===== config.mk =====
export PLATFORM = sky130hd
export DESIGN_NAME = eco32_core_wbu_rfw_flat
export DESIGN_NICKNAME = d
export VERILOG_FILES = /design/src/rtl/eco32_core_wbu_rfw_if.sv /design/src/rtl/eco32_core_wbu_rfw.sv /design/src/flat_wrapper.sv
export SDC_FILE = /design/constraint.sdc
export NUM_CORES = 1
export LEC_CHECK = 0
export CAP_MARGIN = 5
export CORE_AREA = 2 2 83 85
export DETAILED_ROUTE_END_ITERATION = 10
export DIE_AREA = 0 0 85 87
export GPL_TIMING_DRIVEN = 1
export PLACE_DENSITY = 0.83
export SLEW_MARGIN = 30
export SYNTH_ARGS = -nofsm -noshare
export SYNTH_HDL_FRONTEND = slang
export SYNTH_SLANG_ARGS = --single-unit

===== constraint.sdc =====
create_clock -name clk -period 1.7 [get_ports clk]
set_input_delay 0.255 -clock clk [delete_from_list [all_inputs] [get_ports clk]]
set_output_delay 0.255 -clock clk [all_outputs]
set_load 0.05 [all_outputs]

===== src/rtl/eco32_core_wbu_rfw_if.sv =====
// Write-back FIFO output port: one entry presented on strobe, popped by ack.
interface eco32_core_wbu_rfw_if;
    logic        i_stb;
    logic        i_clr;
    logic [4:0]  i_addr;
    logic [1:0]  i_a_ena;
    logic [31:0] i_a_data;
    logic        i_a_tag;
    logic [1:0]  i_b_ena;
    logic        i_b_mode;
    logic [31:0] i_b_data;
    logic        i_b_tag;
    logic        i_ack;

    modport master (
        output i_stb, i_clr, i_addr, i_a_ena, i_a_data, i_a_tag,
               i_b_ena, i_b_mode, i_b_data, i_b_tag,
        input  i_ack
    );

    modport slave (
        input  i_stb, i_clr, i_addr, i_a_ena, i_a_data, i_a_tag,
               i_b_ena, i_b_mode, i_b_data, i_b_tag,
        output i_ack
    );
endinterface


===== src/rtl/eco32_core_wbu_rfw.sv =====
// Register-file write sequencer: turns write-back FIFO entries into RF writes or releases.
// Optional ECO32_WBU_RFW_MERGE_EN folds non-overlapping same-register DUAL entries into one write.
module eco32_core_wbu_rfw (
    input  logic                       clk,
    input  logic                       rst,
    eco32_core_wbu_rfw_if.slave        wb,
    output logic                       o_rf_we,
    output logic [4:0]                 o_rf_addr,
    output logic [1:0]                 o_rf_be,
    output logic [31:0]                o_rf_data,
    output logic                       o_rf_tag,
    output logic                       o_rel,
    output logic [4:0]                 o_rel_addr,
    output logic                       o_busy
);

    typedef enum logic {
        S_IDLE = 1'b0,
        S_B    = 1'b1
    } state_t;

    state_t      state_q;
    logic [4:0]  b_tgt_d, b_tgt_q;
    logic        a_on, b_on, merge_ok, single_op;

    logic        rf_we_q;
    logic [4:0]  rf_addr_q;
    logic [1:0]  rf_be_q;
    logic [31:0] rf_data_q;
    logic        rf_tag_q;
    logic        rel_q;
    logic [4:0]  rel_addr_q;

`ifdef ECO32_WBU_RFW_MERGE_EN
    logic [31:0] merge_data;
`endif

    always_comb begin
        a_on    = |wb.i_a_ena;
        b_on    = |wb.i_b_ena;
        b_tgt_d = wb.i_b_mode ? wb.i_addr : wb.i_addr + 5'd1;
`ifdef ECO32_WBU_RFW_MERGE_EN
        merge_ok = wb.i_b_mode && ((wb.i_a_ena & wb.i_b_ena) == 2'b00);
        merge_data[15:0]  = wb.i_b_ena[0] ? wb.i_b_data[15:0]  : wb.i_a_data[15:0];
        merge_data[31:16] = wb.i_b_ena[1] ? wb.i_b_data[31:16] : wb.i_a_data[31:16];
`else
        merge_ok = 1'b0;
`endif
        // NONE entries count as single-op: they are acked and dropped.
        single_op = wb.i_clr || !(a_on && b_on) || merge_ok;
        wb.i_ack  = ((state_q == S_IDLE) && wb.i_stb && single_op) || (state_q == S_B);
    end

    always_ff @(posedge clk or posedge rst) begin
        if (rst) begin
            state_q    <= S_IDLE;
            b_tgt_q    <= '0;
            rf_we_q    <= 1'b0;
            rf_addr_q  <= '0;
            rf_be_q    <= '0;
            rf_data_q  <= '0;
            rf_tag_q   <= 1'b0;
            rel_q      <= 1'b0;
            rel_addr_q <= '0;
        end else begin
            rf_we_q    <= 1'b0;
            rf_addr_q  <= '0;
            rf_be_q    <= '0;
            rf_data_q  <= '0;
            rf_tag_q   <= 1'b0;
            rel_q      <= 1'b0;
            rel_addr_q <= '0;
            case (state_q)
                S_IDLE: begin
                    if (wb.i_stb) begin
                        if (wb.i_clr) begin
                            rel_q      <= 1'b1;
                            rel_addr_q <= wb.i_addr;
                        end else if (a_on && b_on) begin
                            rf_we_q   <= 1'b1;
                            rf_addr_q <= wb.i_addr;
`ifdef ECO32_WBU_RFW_MERGE_EN
                            if (merge_ok) begin
                                rf_be_q   <= wb.i_a_ena | wb.i_b_ena;
                                rf_data_q <= merge_data;
                                rf_tag_q  <= wb.i_b_tag;
                            end else begin
                                rf_be_q   <= wb.i_a_ena;
                                rf_data_q <= wb.i_a_data;
                                rf_tag_q  <= wb.i_a_tag;
                                b_tgt_q   <= b_tgt_d;
                                state_q   <= S_B;
                            end
`else
                            rf_be_q   <= wb.i_a_ena;
                            rf_data_q <= wb.i_a_data;
                            rf_tag_q  <= wb.i_a_tag;
                            b_tgt_q   <= b_tgt_d;
                            state_q   <= S_B;
`endif
                        end else if (a_on) begin
                            rf_we_q   <= 1'b1;
                            rf_addr_q <= wb.i_addr;
                            rf_be_q   <= wb.i_a_ena;
                            rf_data_q <= wb.i_a_data;
                            rf_tag_q  <= wb.i_a_tag;
                        end else if (b_on) begin
                            rf_we_q   <= 1'b1;
                            rf_addr_q <= b_tgt_d;
                            rf_be_q   <= wb.i_b_ena;
                            rf_data_q <= wb.i_b_data;
                            rf_tag_q  <= wb.i_b_tag;
                        end
                    end
                end
                S_B: begin
                    // Entry fields are held by the FIFO until this ack, so B data is read live.
                    rf_we_q   <= 1'b1;
                    rf_addr_q <= b_tgt_q;
                    rf_be_q   <= wb.i_b_ena;
                    rf_data_q <= wb.i_b_data;
                    rf_tag_q  <= wb.i_b_tag;
                    state_q   <= S_IDLE;
                end
                default: state_q <= S_IDLE;
            endcase
        end
    end

    assign o_rf_we    = rf_we_q;
    assign o_rf_addr  = rf_addr_q;
    assign o_rf_be    = rf_be_q;
    assign o_rf_data  = rf_data_q;
    assign o_rf_tag   = rf_tag_q;
    assign o_rel      = rel_q;
    assign o_rel_addr = rel_addr_q;
    assign o_busy     = (state_q == S_B);

endmodule


===== src/flat_wrapper.sv =====
// flat-port wrapper written by rule: the top's interface ports become plain ports
module eco32_core_wbu_rfw_flat 
  (clk, rst, o_rf_we, o_rf_addr, o_rf_be, o_rf_data, o_rf_tag, o_rel, o_rel_addr, o_busy, wb_i_stb, wb_i_clr, wb_i_addr, wb_i_a_ena, wb_i_a_data, wb_i_a_tag, wb_i_b_ena, wb_i_b_mode, wb_i_b_data, wb_i_b_tag, wb_i_ack);
  eco32_core_wbu_rfw_if wb_i ();
  input  logic clk;
  input  logic rst;
  output logic o_rf_we;
  output logic [4:0] o_rf_addr;
  output logic [1:0] o_rf_be;
  output logic [31:0] o_rf_data;
  output logic o_rf_tag;
  output logic o_rel;
  output logic [4:0] o_rel_addr;
  output logic o_busy;
  input wire logic [$bits(wb_i.i_stb)-1:0] wb_i_stb;
  input wire logic [$bits(wb_i.i_clr)-1:0] wb_i_clr;
  input wire logic [$bits(wb_i.i_addr)-1:0] wb_i_addr;
  input wire logic [$bits(wb_i.i_a_ena)-1:0] wb_i_a_ena;
  input wire logic [$bits(wb_i.i_a_data)-1:0] wb_i_a_data;
  input wire logic [$bits(wb_i.i_a_tag)-1:0] wb_i_a_tag;
  input wire logic [$bits(wb_i.i_b_ena)-1:0] wb_i_b_ena;
  input wire logic [$bits(wb_i.i_b_mode)-1:0] wb_i_b_mode;
  input wire logic [$bits(wb_i.i_b_data)-1:0] wb_i_b_data;
  input wire logic [$bits(wb_i.i_b_tag)-1:0] wb_i_b_tag;
  output wire logic [$bits(wb_i.i_ack)-1:0] wb_i_ack;
  assign wb_i.i_stb = wb_i_stb;
  assign wb_i.i_clr = wb_i_clr;
  assign wb_i.i_addr = wb_i_addr;
  assign wb_i.i_a_ena = wb_i_a_ena;
  assign wb_i.i_a_data = wb_i_a_data;
  assign wb_i.i_a_tag = wb_i_a_tag;
  assign wb_i.i_b_ena = wb_i_b_ena;
  assign wb_i.i_b_mode = wb_i_b_mode;
  assign wb_i.i_b_data = wb_i_b_data;
  assign wb_i.i_b_tag = wb_i_b_tag;
  assign wb_i_ack = wb_i.i_ack;
  eco32_core_wbu_rfw u_core (.clk(clk), .rst(rst), .wb(wb_i), .o_rf_we(o_rf_we), .o_rf_addr(o_rf_addr), .o_rf_be(o_rf_be), .o_rf_data(o_rf_data), .o_rf_tag(o_rf_tag), .o_rel(o_rel), .o_rel_addr(o_rel_addr), .o_busy(o_busy));
endmodule

Word-level counts from Yosys, hierarchy flattened
Cells that the tools add are included.
{"block": "totals", "output_inout_bits": 49, "regBits": 53}
{"block": "classes", "mux": 41, "n_addsub": 1, "n_reduce_logical": 9, "n_bitwise": 2}
{"cell": "2-to-1 mux 32 bit", "count": 5}
{"cell": "one-hot mux 32 bit (2 select lines)", "count": 1}
{"cell": "2-to-1 mux 5 bit", "count": 9}
{"cell": "2-to-1 mux 1 bit", "count": 16}
{"cell": "2-to-1 mux 2 bit", "count": 5}
{"cell": "one-hot mux 5 bit (2 select lines)", "count": 1}
{"cell": "one-hot mux 1 bit (2 select lines)", "count": 3}
{"cell": "adder 5 x 1 -> 5 bit (second input constant)", "count": 1}
{"cell": "one-hot mux 2 bit (2 select lines)", "count": 1}
{"cell": "AND reduction 4 bit", "count": 1}
{"cell": "OR reduction 2 bit", "count": 2}
{"cell": "logical AND 1 bit", "count": 3}
{"cell": "logical OR 1 bit", "count": 2}
{"cell": "NOT 1 bit", "count": 2}
{"cell": "logical NOT 1 bit", "count": 1}

Logic depth before layout (Yosys ltp)
Gate-level depths: netlist of the first run.
{"block": "depth", "word_depth": 8, "mapped_depth": 6, "ltp_nobuf": 5}

Least setup slack after synthesis of the first run
OpenSTA, ideal clock, no wires.
{"block": "synth_timing", "kind": "flip-flop to flip-flop", "start": "register u_core.state_q, in the netlist u_core.o_busy", "end": "register u_core.b_tgt_q[0]", "path_slack_ns": -0.203, "path_buffers": 1, "path_stages_with_launch": 5, "arrival_ns": 1.778, "cell_sequence": "dfrtp_1 > or3b_1 > buf_6 > nor3_4 > mux2_4"}
{"block": "synth_between", "elab_chain_len": 2}
{"element": "start, declared", "line": "eco32_core_wbu_rfw.sv:22", "rtl": "state_t state_q;"}
{"element": "start signal, assigned", "line": "eco32_core_wbu_rfw.sv:56", "rtl": "state_q <= S_IDLE;"}
{"element": "start signal, assigned", "line": "eco32_core_wbu_rfw.sv:99", "rtl": "state_q <= S_B;"}
{"element": "start signal, assigned", "line": "eco32_core_wbu_rfw.sv:123", "rtl": "state_q <= S_IDLE;"}
{"element": "NOT 1 bit (no line)"}
{"element": "AND reduction 4 bit (no line)"}
{"element": "end signal, assigned", "line": "eco32_core_wbu_rfw.sv:98", "rtl": "b_tgt_q <= b_tgt_d;"}
{"element": "end, declared", "line": "eco32_core_wbu_rfw.sv:23", "rtl": "logic [4:0] b_tgt_d, b_tgt_q;"}
No other way between the ends.
A chain may end at the register's enable or synchronous reset.

Worst setup path in the final report of the first run
{"block": "layout_timing", "start": "input port wb_i_stb", "end": "register u_core.b_tgt_q[1]"}
{"block": "layout_between", "elab_chain_len": 1}
{"element": "start, declared", "line": "flat_wrapper.sv:15", "rtl": "input wire logic [$bits(wb_i.i_stb)-1:0] wb_i_stb;"}
{"element": "AND reduction 4 bit (no line)"}
No other way between the ends.

==> key figures, run 1 <==
Route
  • Number of routed nets with antenna violations: 0
  • Wire per inst: 14.6 um
  • # DRC: 0
  • DR vias: between 1,500 and 2,000
  • DR vias/cell: between 4 and 5
  • Initial DRT Pass Iterations: 4
  • Initial drt markers: 24
  • WL final: roughly 5.7 mm

Yosys
  • Proportion of synthesized area in mux cells: between 1.5 and 2%
  • Area leader, netlist: dfrtp_1
  • Synthesized netlist cell count: about 160
  • Post-Syn Area per Cell: 12.9 sq um
  • FF+latch count, synth: 53
  • Synth Area in XOR/XNOR: under 10%
  • Area share of the largest cell type after synthesis: around 64%
  • Adder-cell share of the synthesized area: 0.604%
  • Largest family of logic cells by synthesized area: compound AO/OA/AOI/OAI gates
  • Distinct cells, synth: 29
  • Syn nets: ~240
  • Post-synthesis simple-gate area fraction: a little under a tenth
  • Register area share after synthesis: 64.0%
  • Synth Cell Area: roughly 2100 sq um
  • Synth top area cells: dfrtp_1, a22o_1, o21ai_0
  • Yosys warns: 0
  • Compound-Gate Fraction of Synth Area: 19.4%

Floorplanning
  • Die height: about 87 um
  • Core Rows: 30
  • Core area: 6570 sq um
  • Die width: 85 um
  • Die Footprint: approximately 7400 sq um
  • I/O pins: approximately 130
  • Initial Utilization: 31.6%

Clock network
  • Clock slew at reported path FFs: 0.10 ns
  • H-tree levels: 2
  • Num CTS Buffers: 5
  • Num Clock Sinks: 53
  • CTS root buffer: clkbuf_8
  • Clock buffer depth: 2
  • Hold Buf Count CTS: 0
  • Clock latency reported for the late side of the worst-skew pair: ~0.30 ns
  • CTS tree: built

Finish
  • Nets: just under 400
  • Antenna Cells: 0
  • Most frequent cells in the layout: clkdlybuf4s50_1, buf_4, dfrtp_1
  • Share of cells above drive strength 1: 27.7%
  • Layout area overhead: 75.7%
  • Commonest non-fill, non-tap cell in the layout: clkdlybuf4s50_1

Place
  • GPL Wtd Cong: around 0.75
  • Dpl hpwl: between 4 and 5 mm
  • Number of buffers added on ports: approximately 130
  • Setup Slack @ Placement: -0.223 ns

Setup path
  • Crit Path Class: input pin to register
  • RR Endpoint: u_core.b_tgt_q[1]
  • Worst EP required: 1.90 ns
  • Reg-to-reg setup timing slack: roughly 0.1 ns
  • R2R cell count: 3
  • Max FO, Critical Path: 4
  • Crit path arrival time: between 1.5 and 2 ns
  • CP Capture Type: register
  • Crit start category: input pin
  • R2r startpoint: u_core.o_busy

Timing
  • Max-slew headroom: approximately 67%
  • Setup ws final: ~0.053 ns
  • Fin crit period: 1.65 ns
  • Period utilization: slightly below 100%
  • Max Clk Rate: 0.607 GHz
  • Fin Setup TNS: 0 ns
  • Slew Limit Fails: 0
  • Setup violations, final: 0
  • Unrepaired setup endpoints after global routing: false
  • Slew @ Worst Pin: between 0.5 and 0.6 ns
  • Endpoints failing hold: 0
  • Clock Skews: ~0.0086 ns

GRT
  • Initial antenna violation count: 0
  • GRT Util Overall: 15.2%
  • Grt ovf: 0
  • First-pass GRT wire length: about 8.8 mm
  • Vias in the first global route: 1,877
  • Pin count of the biggest net entering global routing: 34

Pwr
  • Leak: roughly 0.0018 uW
  • Max VDD drop: between 0.0003 and 0.0004 V
  • PD cells: 835 nW/um^2
  • Total power: 3040 uW

Run
  • Max Cap Viol: 0

Status
  • Status: complete, no violations

Min path
  • Hold Crit Class: input pin to async pin
synth_stat cells:
cell type / count
nand2b_1: 2
nand3b_1: 1
buf_6: 1
dfrtp_1: 53
nor3_1: 1
mux2_2: 1
nand3_1: 1
nand4b_1: 1
a21oi_1: 3
nor2_2: 2
nor2_1: 8
mux2_4: 2
nor2b_1: 2
nand2_1: 10
nor3b_1: 1
o31ai_1: 1
a31o_2: 1
nor3_4: 1
ha_1: 1
or3b_1: 1
o21ai_0: 9
xnor2_1: 2
xor2_1: 2
a22o_1: 33
buf_2: 6
clkbuf_1: 2
a22oi_1: 5
and2_1: 5
inv_1: 3
cell type report:
class                      count  area [sq um]
clock buffer                   6          82.6
clock inverter                 1          7.51
fill                         557          2930
inverter                       3          11.3
multi-input combinational     96           694
sequential                    53          1330
tap                           80           100
timing repair buffer         152          1420
worst max-delay path, stage by stage:
cell and delay (ns):
clkdlybuf4s50_1 0.53, or3b_4 0.44, nor3_4 0.30, mux2_4 0.32
routing by layer:
metal	routed length, um	GRT usage, %	up-vias
met1	2200	16.9	888
met2	3090	28.3	74
met5	0	0	-
met3	387	4.93	6
met4	47	3.03	0
li1	-	-	880
worst max-delay path by stage:
stage	startpoint	endpoint	slack, ns	depth (start not counted)
final	wb_i_stb	u_core.b_tgt_q[1]	0.05	4
after detailed placement	wb_i_stb	u_core.b_tgt_q[1]	-0.22	4
after global routing	wb_i_stb	u_core.b_tgt_q[4]	0.01	6
after CTS	u_core.o_rf_data[6]	o_rf_data[6]	0.002	1
after global placement	wb_i_stb	u_core.b_tgt_q[1]	-0.18	4
after floorplan	u_core.o_busy	u_core.b_tgt_q[0]	-0.05	4
stage by stage:
step / instance area [sq um] / instances / util (%) / hold WS [ns]
after floorplan: 2070 / 161 / - / 0.368
after global placement: 3510 / 382 / 53.5 / 0.489
after detailed placement: 3510 / 382 / 53.5 / 0.489
after CTS: 3600 / 389 / 54.8 / 0.280
after global routing: 3640 / 391 / 55.5 / 0.315
final: 3640 / 391 / 55.5 / 0.268
repair_timing:
action                                  CTS  global route
gates cloned                              0             0
buffers inserted                          0             2
gates resized for setup                   1             9
endpoints found under the setup margin    1             7
pin swaps                                 0             1
state kept, by name (all words and copies together) (netlist names), 2 cells and up:
name,flops
u_core.o_rf_be,2
u_core.o_rf_addr,5
u_core.o_rel_addr,5
u_core.b_tgt_q,5
u_core.o_rf_data,32
report_power, final:
group | internal, uW | leakage (uW) | total [uW] | switching (uW)
sequential | 1370 | 0.000694 | 1410 | 40.6
clock | 323 | 0.0000433 | 721 | 398
combinational | 414 | 0.00105 | 914 | 500
kinds of logic after synthesis:
family / count (synthesis)
and+or+nand+nor: 36
buffers and inverters: 12
DFF: 53
xor gates and xnor gates: 4
muxes: 3
adders and majority gates: 1
AOI/OAI and AO/OA: 52
Power figures use the tool's default switching activity.
==> inputs of run 2 (changes only) <==
--- a/config.mk
+++ b/config.mk
@@ -6,11 +6,12 @@
 export NUM_CORES = 1
 export LEC_CHECK = 0
 export CAP_MARGIN = 5
-export CORE_AREA = 2 2 83 85
+export CORE_AREA = 2 2 82 84
+export CTS_BUF_LIST = sky130_fd_sc_hd__clkbuf_4 sky130_fd_sc_hd__clkbuf_8
 export DETAILED_ROUTE_END_ITERATION = 10
-export DIE_AREA = 0 0 85 87
+export DIE_AREA = 0 0 84 86
 export GPL_TIMING_DRIVEN = 1
-export PLACE_DENSITY = 0.83
+export PLACE_DENSITY = 0.85
 export SLEW_MARGIN = 30
 export SYNTH_ARGS = -nofsm -noshare
 export SYNTH_HDL_FRONTEND = slang
==> key figures, run 2 (synthesis gave the netlist of run 1 again) <==
Finish
  • Commonest non-fill, non-tap cell in the layout: clkdlybuf4s50_1
  • FF/Latch Area: 1330 sq um (unchanged)
  • Layout area overhead: 75.4%
  • Antenna Cells: 0 (unchanged)
  • Filler cells: 511 (-8.3%)
  • Final core utilization: 57.9% (+2.5 points)
  • Share of cells above drive strength 1: 26.9% (-0.79 points)
  • Area of the multi-input gates: 699 sq um (+0.72%)
  • Max reg flops: 32 (unchanged)
  • Nets: 389 (-0.77%)
  • Most frequent cells in the layout: clkdlybuf4s50_1, buf_4, dfrtp_1

Min path
  • Min-delay src: wb_i_b_ena[1]
  • Hold Crit Class: input pin to register
  • Worst hold endpoint: u_core.o_rf_be[1]
  • WHS Path Cells: 3

Clock network
  • Clock buffer depth: 2 (unchanged)
  • Num Clock Sinks: 53 (unchanged)
  • Num CTS Buffers: 5 (unchanged)
  • H-tree levels: 2 (unchanged)
  • Post-CTS Setup Bufs: 0 (unchanged)
  • CTS tree: built
  • CTS root buffer: clkbuf_8
  • Clock slew at reported path FFs: 0.09 ns (about the same)
  • Hold Buf Count CTS: 0 (unchanged)
  • Post_cts resized: 5 (+4)
  • Clock latency reported for the late side of the worst-skew pair: 0.30 ns (about the same)

GRT
  • Pin count of the biggest net entering global routing: 36 (+5.9%)
  • First-pass GRT wire length: 9.67 mm (+9.6%)
  • Grt ovf: 0 (unchanged)
  • Initial antenna violation count: 0 (unchanged)
  • Vias in the first global route: 1,946 (+3.7%)
  • GRT Util Overall: 17.2% (+2.0 points)

Timing
  • Setup ws final: 0.0908 ns (+0.0376 ns)
  • Fin Setup TNS: 0 ns (unchanged)
  • Setup violations, final: 0 (unchanged)
  • Endpoints failing hold: 0 (unchanged)
  • Fin crit period: 1.61 ns (-0.0376 ns)
  • Max Clk Rate: 0.621 GHz (+2.3%)
  • Slew @ Worst Pin: 0.499 ns (-0.00122 ns)
  • Clock Skews: 0.0104 ns (+0.00181 ns)
  • Hold Worst Slack: 0.273 ns (+0.00482 ns)
  • Slew Limit Fails: 0 (unchanged)
  • Period utilization: 94.7% (-2.2 points)
  • Max-slew headroom: 66.7% (+0.082 points)
  • Unrepaired setup endpoints after global routing: false

Setup path
  • Max FO, Critical Path: 5 (+1)
  • R2R cell count: 3 (unchanged)
  • Slowest-stage cell, CP: clkdlybuf4s50_1
  • Cell family with most CP delay: buffers and inverters
  • Crit start category: input pin
  • Crit path arrival time: 1.35 ns (-0.50 ns)
  • Worst EP required: 1.44 ns (-0.46 ns)
  • Reg-to-reg setup timing slack: 0.14 ns (+0.04 ns)
  • Worst setup startpoint: wb_i_a_ena[0]
  • RR Endpoint: u_core.b_tgt_q[1]
  • Worst-path cell chain: clkdlybuf4s50_1 -> nor2_2 -> o31ai_2 -> nand2b_1 -> buf_12
  • Largest stage delay, worst path: 0.51 ns (-0.02 ns)
  • CP Capture Type: output port
  • R2r startpoint: u_core.o_busy
  • Buffers and inverters on the worst path: 2 (+1)
  • Crit Path Class: input pin to output port

Route
  • Number of routed nets with antenna violations: 0 (unchanged)
  • DR vias/cell: 4.87 (+3.0%)
  • # DRC: 0 (unchanged)
  • Wire per inst: 16.2 um (+10%)
  • Initial drt markers: 48 (+100%)
  • DR vias: 1,879 (+1.7%)
  • Initial DRT Pass Iterations: 4 (unchanged)
  • WL final: 6.24 mm (+9.1%)

Status
  • Status: complete, no violations

Floorplanning
  • Core area: 6280 sq um (-4.4%)
  • I/O pins: 129 (unchanged)
  • Die height: 86 um (-1.1%)
  • Core Rows: 29 (-3.3%)
  • Die Footprint: 7220 sq um (-2.3%)
  • Die width: 84 um (-1.2%)
  • Initial Utilization: 33.0% (+1.5 points)

Place
  • Number of buffers added on ports: 128 (unchanged)
  • Setup Slack @ Placement: -0.241 ns (-0.0179 ns)
  • Dpl hpwl: 4.75 mm (+6.4%)
  • GPL Wtd Cong: 0.844 (+12%)

Run
  • Max Cap Viol: 0 (unchanged)

Pwr
  • Total power: 3200 uW (+5.3%)
  • Max VDD drop: 0.000549 V (+47%)
  • PD cells: 881 nW/um^2 (+5.6%)
  • Leak: 0.00179 uW (+0.30%)
## run 2: how the worst max path moves through the flow
| stage | end | depth (start not counted) |
|---|---|---|
| floorplan | u_core.b_tgt_q[0] | 4 |
| global placement | u_core.o_rf_addr[4] | 6 |
| detailed placement | u_core.b_tgt_q[1] | 4 |
| CTS | o_rf_tag | 1 |
| global route | u_core.b_tgt_q[4] | 6 |
| finish | wb_i_ack | 5 |
## run 2: per-stage QoR
| step | area (sq um) | instances |
|---|---|---|
| 4_1_cts | 3610 | 386 |
| 3_5_place_dp | 3490 | 378 |
| 6_report | 3640 | 386 |
| 5_1_grt | 3640 | 386 |
| 3_3_place_gp | 3490 | 378 |
| 2_1_floorplan | 2070 | 161 |
## run 2: where the power goes
| group | total, uW | internal, uW | switching (uW) |
|---|---|---|---|
| Clock | 885 | 479 | 406 |
| Combinational | 909 | 404 | 505 |
| Sequential | 1410 | 1370 | 44.1 |
## run 2: worst reg2reg max path: stages (launching register included)
cell and delay, ns:
dfrtp_2 0.49, or3b_4 0.44, nor3_4 0.20, mux2_4 0.32
## run 2: per-layer routing
metal | track usage (%) | part of all wire [%] | wire length [um] | up-vias
li1 | - | - | - | 870
met1 | 19.3 | 40 | 2480 | 903
met2 | 30.6 | 51 | 3180 | 94
met3 | 5.77 | 7.6 | 473 | 12
met4 | 5.87 | 1.8 | 113 | 0
met5 | 0 | 0 | 0 | -
## run 2: area by class of cell
cell class | instances | share of cell area, %
timing repair buffer | 149 | 38.0
sequential | 53 | 36.5
multi-input combinational | 96 | 19.2
tap | 77 | 2.65
clock buffer | 6 | 2.27
clock inverter | 2 | 1.03
inverter | 3 | 0.310
